==> src/rtl/fp_pkg.sv <==
// Shared FP32 definitions: flag bit positions, canonical quiet NaN, and the
// result-plus-flags record queued by the add result stage.
package fp_pkg;

    // Bit positions inside the 5-bit {NV,OF,UF,NX,Z} flag vector.
    localparam int unsigned FLG_NV = 4;
    localparam int unsigned FLG_OF = 3;
    localparam int unsigned FLG_UF = 2;
    localparam int unsigned FLG_NX = 1;
    localparam int unsigned FLG_Z  = 0;

    localparam logic [31:0] FP32_QNAN = 32'h7FC0_0000;

    typedef struct packed {
        logic [31:0] data;
        logic [4:0]  flags;
    } fp32_res_t;

endpackage

==> src/rtl/fp_res_fifo.sv <==
// Result FIFO for the FP add result stage. Power-of-two depth, pointers wrap
// naturally. A push while full is accepted only when a pop happens the same
// cycle. The head is presented combinationally and reads as zero when empty.
module fp_res_fifo
    import fp_pkg::*;
#(
    parameter int unsigned DEPTH = 4
) (
    input  logic                   clk,
    input  logic                   rst,
    input  logic                   push,
    input  logic                   pop,
    input  fp32_res_t              din,
    output fp32_res_t              dout,
    output logic                   full,
    output logic                   empty,
    output logic [$clog2(DEPTH):0] count
);

    localparam int unsigned PW = $clog2(DEPTH);
    localparam int unsigned CW = PW + 1;

    logic [PW-1:0] wr_ptr_q, rd_ptr_q;
    logic [CW-1:0] count_q;
    fp32_res_t     mem_q [DEPTH];
    logic          do_push, do_pop;

    assign full    = (count_q == CW'(DEPTH));
    assign empty   = (count_q == '0);
    assign count   = count_q;
    assign do_pop  = pop & ~empty;
    assign do_push = push & (~full | do_pop);
    assign dout    = empty ? '0 : mem_q[rd_ptr_q];

    // Pointer and occupancy bookkeeping.
    always_ff @(posedge clk) begin
        if (rst) begin
            wr_ptr_q <= '0;
            rd_ptr_q <= '0;
            count_q  <= '0;
        end else begin
            if (do_push) wr_ptr_q <= wr_ptr_q + PW'(1);
            if (do_pop)  rd_ptr_q <= rd_ptr_q + PW'(1);
            if (do_push && !do_pop) begin
                count_q <= count_q + CW'(1);
            end else if (do_pop && !do_push) begin
                count_q <= count_q - CW'(1);
            end
        end
    end

    // Storage array; contents are don't-care until pushed, so no reset.
    always_ff @(posedge clk) begin
        if (do_push) mem_q[wr_ptr_q] <= din;
    end

endmodule

==> src/rtl/fp_add_result_stage.sv <==
// FP add result stage: tracks in-flight adder ops, captures each result as it
// leaves the adder pipeline into a small FIFO, accumulates sticky exception
// flags and flags dropped results.
// Optional feature: define FP_ADD_RES_CANON_NAN_EN to replace stored NaN
// results (or any result raising invalid) with the canonical quiet NaN.
module fp_add_result_stage
    import fp_pkg::*;
#(
    parameter int unsigned LATENCY = 3,
    parameter int unsigned DEPTH   = 4
) (
    input  logic        clk,
    input  logic        rst,
    input  logic        enable,
    input  logic        issue,
    output logic        issue_ok,
    input  logic        Sz,
    input  logic [7:0]  Ez,
    input  logic [22:0] Mz_final,
    input  logic        invalid_flag,
    input  logic        overflow_flag,
    input  logic        underflow_flag,
    input  logic        inexact_flag,
    input  logic        zero_flag,
    output logic        res_valid,
    input  logic        res_ready,
    output logic [31:0] res_data,
    output logic [4:0]  res_flags,
    output logic [3:0]  fflags,
    input  logic        fflags_clr,
    output logic        overrun
);

    logic [LATENCY-1:0]     track_q, track_d;
    logic [4:0]             inflight;
    logic [5:0]             occupancy;
    logic [$clog2(DEPTH):0] fifo_count;
    logic                   fifo_full, fifo_empty;
    logic                   capture, pop, push;
    fp32_res_t              cap, head;
    logic [3:0]             cap_sticky;
    logic [3:0]             fflags_q, fflags_d;
    logic                   overrun_q, overrun_d;

    // Tail of the tracker marks the adder's outputs as valid this cycle.
    assign capture = enable & track_q[LATENCY-1];
    assign pop     = res_valid & res_ready;
    assign push    = capture & (~fifo_full | pop);

    // Tracker shifts only while the adder is enabled.
    always_comb begin
        track_d = track_q;
        if (enable) track_d = LATENCY'({track_q, issue});
    end

    // Ops still inside the adder count against FIFO space.
    always_comb begin
        inflight = '0;
        for (int i = 0; i < int'(LATENCY); i++) begin
            inflight = inflight + 5'(track_q[i]);
        end
        occupancy = 6'(fifo_count) + 6'(inflight);
        issue_ok  = (occupancy < 6'(DEPTH));
    end

    // Assemble the captured record, optionally canonicalising NaNs.
    always_comb begin
        cap.flags         = '0;
        cap.flags[FLG_NV] = invalid_flag;
        cap.flags[FLG_OF] = overflow_flag;
        cap.flags[FLG_UF] = underflow_flag;
        cap.flags[FLG_NX] = inexact_flag;
        cap.flags[FLG_Z]  = zero_flag;
`ifdef FP_ADD_RES_CANON_NAN_EN
        if (invalid_flag || ((Ez == 8'hFF) && (Mz_final != '0))) begin
            cap.data = FP32_QNAN;
        end else begin
            cap.data = {Sz, Ez, Mz_final};
        end
`else
        cap.data = {Sz, Ez, Mz_final};
`endif
        cap_sticky = {cap.flags[FLG_NV], cap.flags[FLG_OF],
                      cap.flags[FLG_UF], cap.flags[FLG_NX]};
    end

    // Sticky flags and overrun; a clear still keeps a same-cycle capture.
    always_comb begin
        fflags_d  = fflags_q;
        overrun_d = overrun_q;
        if (fflags_clr) begin
            fflags_d = capture ? cap_sticky : 4'b0000;
        end else if (capture) begin
            fflags_d = fflags_q | cap_sticky;
        end
        if (capture && fifo_full && !pop) overrun_d = 1'b1;
    end

    // State registers.
    always_ff @(posedge clk) begin
        if (rst) begin
            track_q   <= '0;
            fflags_q  <= '0;
            overrun_q <= 1'b0;
        end else begin
            track_q   <= track_d;
            fflags_q  <= fflags_d;
            overrun_q <= overrun_d;
        end
    end

    fp_res_fifo #(
        .DEPTH (DEPTH)
    ) u_fifo (
        .clk   (clk),
        .rst   (rst),
        .push  (push),
        .pop   (pop),
        .din   (cap),
        .dout  (head),
        .full  (fifo_full),
        .empty (fifo_empty),
        .count (fifo_count)
    );

    assign res_valid = ~fifo_empty;
    assign res_data  = head.data;
    assign res_flags = head.flags;
    assign fflags    = fflags_q;
    assign overrun   = overrun_q;

endmodule

==> config.mk <==
export PLATFORM = sky130hd
export DESIGN_NAME = fp_add_result_stage
export DESIGN_NICKNAME = d
export VERILOG_FILES = /design/src/rtl/fp_pkg.sv /design/src/rtl/fp_res_fifo.sv /design/src/rtl/fp_add_result_stage.sv
export SDC_FILE = /design/constraint.sdc
export NUM_CORES = 1
export LEC_CHECK = 0
export CAP_MARGIN = 25
export CORE_MARGIN = 1.5
export CORE_UTILIZATION = 43
export DETAILED_ROUTE_END_ITERATION = 10
export PLACE_DENSITY_LB_ADDON = 0.3
export SLEW_MARGIN = 10
export SYNTH_ARGS = -nofsm -noshare
export SYNTH_HDL_FRONTEND = slang
export SYNTH_HIERARCHICAL = 1
export SYNTH_SLANG_ARGS = --single-unit
==> constraint.sdc <==
create_clock -name clk -period 5.4 [get_ports clk]
set_input_delay 1.62 -clock clk [delete_from_list [all_inputs] [get_ports clk]]
set_output_delay 1.62 -clock clk [all_outputs]
set_load 0.01 [all_outputs]
==> key figures <==
Run status
  – Status: finished clean

STA
  – Tmin final: 4180 ps
  – Slew @ Worst Pin: 1040 ps
  – Final setup TNS: 0 ps
  – Slew HR: 30.9%
  – Final setup fails: 0
  – Period Utilization, post-route: 77.4%
  – Fin worst setup slack: 1220 ps
  – Hold_ws: 476 ps
  – Max-slew violation count: 0
  – RSZ-0062 raised after global routing: false
  – Fin. Hold Viols: 0
  – Fmax: 0.239 GHz
  – Clk_skew: 11.3 ps

Power
  – Lkg Pwr: 2.55 nW
  – Peak supply drop: 0.000184 V
  – Power per cell area: 320 mW/mm^2

GRT
  – Antenna violations before repair: 0
  – Largest net degree at the start of global routing: 38
  – GRT Util Overall: 15.1%
  – Total gr overflow: 0
  – First-pass GRT wire length: 17900 um
  – Vias in the first global route: 3302

Cells and area
  – Commonest non-fill, non-tap cells in the layout: edfxtp_1 (148), clkdlybuf4s50_1 (86), nor2b_1 (38), mux4_2 (37), clkbuf_16 (17)
  – Number of nets in the layout: 471
  – Antenna Diode Count: 0
  – Area Overhead vs Synth: 24.6%
  – Layout cells sized above 1: 18.9%
  – Filler cell count: 1122
  – Finished Cell Area: 0.00806 mm^2
  – Commonest non-fill, non-tap cell in the layout: edfxtp_1

Detailed routing
  – Vias: 3145
  – ANT nets after route: 0
  – Vias per cell: 5.10
  – DR pass1 iterations: 6
  – Routed WL: 11300 um
  – DRC errors left: 0
  – DR iter-0 viols: 177
  – WL/cell: 18.3 um

Die
  – Core area: 0.0146 mm^2
  – Initial Util: 44.3%
  – Die X: 126 um
  – Die ar.: 0.0158 mm^2
  – Die height: 126 um
  – Top-Level Pins: 87
  – Rows: 44

Setup path
  – Crit path launch type: flip-flop
  – Critical path capture point type: primary output
  – Maximum fanout along the worst path: 6
  – Type of the worst setup path: reg -> out
  – CP required: 3780 ps
  – Largest stage delay, worst path: 590 ps
  – Critical Path Slowest Stage Cell: clkdlybuf4s50_1
  – Crit-path cells: inv_1 -> fa_1 -> inv_1 -> ha_1 -> a311oi_1 -> clkdlybuf4s50_1
  – Worst EP arrival: 2560 ps
  – Most used cell, CP: inv_1

Flow run
  – Number of max-cap violations: 0

Place
  – Pre-CTS setup slack: 1060 ps
  – Placed instance area: 0.00750 mm^2
  – Placer Congestion: 0.721
  – PortBufs: 86
  – Hpwl dp: 6880 um

Synthesis
  – Area of the mapped netlist: 0.00646 mm^2
  – Post-synth top area cell: edfxtp_1
  – Synth Register Bits: 165
  – EDFF count, synth: 148
  – Synth Warn #: 6
  – Mapped Cells: 326
  – Distinct cells, synth: 31
  – Top FF cell, synth: edfxtp_1
  – Syn_nets: 377
  – Asr flop ratio synth: 0%
  – Avg Inst Size Synth: 19.8 um^2
  – Post-synth top area share: 68.7%
  – Sequential fraction of the synthesis area: 74.0%
  – Synth area leaders: edfxtp_1 (69%), mux4_2 (13%), dfxtp_1 (5.3%)

Clock network
  – Hold Buf Count CTS: 0
  – Root Buffer: clkbuf_16
  – CTS tree: done
  – Clock sink count: 165
  – Clock Latency Late Sink: 410 ps
  – CTS Buf Count: 17
  – H-tree levels: 4
  – Max Buffers Root-to-Sink: 2
  – Clock transition at path regs: 60 ps
  – Post-cts sizing count: 0
  – Post-CTS Repair Setup Buffers: 0

Min path
  – Min-Delay Path Class: reg -> reg
==> report_power, final <==
| group | switching (mW) | internal (mW) | leakage [nW] |
|---|---|---|---|
| Clock | 0.474 | 0.636 | 0.266 |
| Sequential | 0.00207 | 1.39 | 1.47 |
| Combinational | 0.0331 | 0.0426 | 0.813 |
| Total | 0.510 | 2.07 | 2.55 |
==> area by class of cell <==
class,instances,area (um^2),area share [%]
sequential,165,4790,59.5
inverter,11,41.3,0.513
timing repair buffer,90,891,11.1
clock inverter,15,131,1.63
clock buffer,17,425,5.28
tap,184,230,2.86
multi-input combinational,135,1550,19.2
==> per-stage QoR <==
| step | cells | total power [mW] | utilization [%] |
|---|---|---|---|
| 6_report | 617 | 2.58 | 55.2 |
| 5_1_grt | 617 | 2.66 | 55.2 |
| 4_1_cts | 617 | 2.61 | 55.2 |
| 3_5_place_dp | 585 | 1.50 | 51.4 |
| 3_3_place_gp | 585 | 1.49 | 51.4 |
| 2_1_floorplan | 326 | 1.44 | - |
==> state kept, by name, summed over array words and instances (netlist names), named ones only <==
name	flops
u_fifo/mem_q	148
fflags	4
track_q	3
u_fifo/count	3
u_fifo/rd_ptr_q	2
u_fifo/wr_ptr_q	2
overrun	1
==> worst max-delay path, delay by kind of cell, from the launching register on <==
kind            cells  cell delay (ps)
fa+ha+maj           2              570
buf+inv             3              740
compound gates      1              300
flops               1              520
==> cell usage after synthesis (all sizes together), types with 3 or more instances <==
cell type / instances
edfxtp: 148
nor2b: 38
mux4: 37
dfxtp: 17
inv: 11
buf: 10
nor2: 9
nand2b: 7
a21oi: 6
ha: 6
clkbuf: 5
mux2i: 5
and2: 4
nand3: 4
xor2: 3
==> path summary, 6_finish.rpt <==
path | start | to | slack, ps | cells after the start
worst min-delay path | fflags[2]$_SDFFE_PP0P_ | fflags[2]$_SDFFE_PP0P_ | 480 | 2
worst max register to register | u_fifo/count[1]$_SDFFE_PP0P_ | u_fifo/count[2]$_SDFFE_PP0P_ | 2420 | 10
worst max-delay path | u_fifo/count[0]$_SDFFE_PP0P_ | issue_ok | 1220 | 6
worst min register to register | fflags[2]$_SDFFE_PP0P_ | fflags[2]$_SDFFE_PP0P_ | 480 | 2
==> logic make-up after synthesis <==
family                   count (synthesis)  share of synthesized area, %
flip-flops                             165                          74.0
multiplexers                            43                          13.8
adder cells (fa/ha/maj)                  8                          1.78
XOR/XNOR                                 3                         0.406
AND/OR/NAND/NOR                         68                          6.27
AO/OA/AOI/OAI                           13                          1.45
buffers and inverters                   26                          2.24
==> per-layer routing <==
layer  up-vias  GRT usage [%]  routed length, um
met5         -              0                  0
li1       1459              -                  -
met2        72           24.2               5580
met1      1605           20.1               5090
met3         9           4.29                506
met4         0           4.81                101
Note: power is estimated with default switching activity, not from simulation.
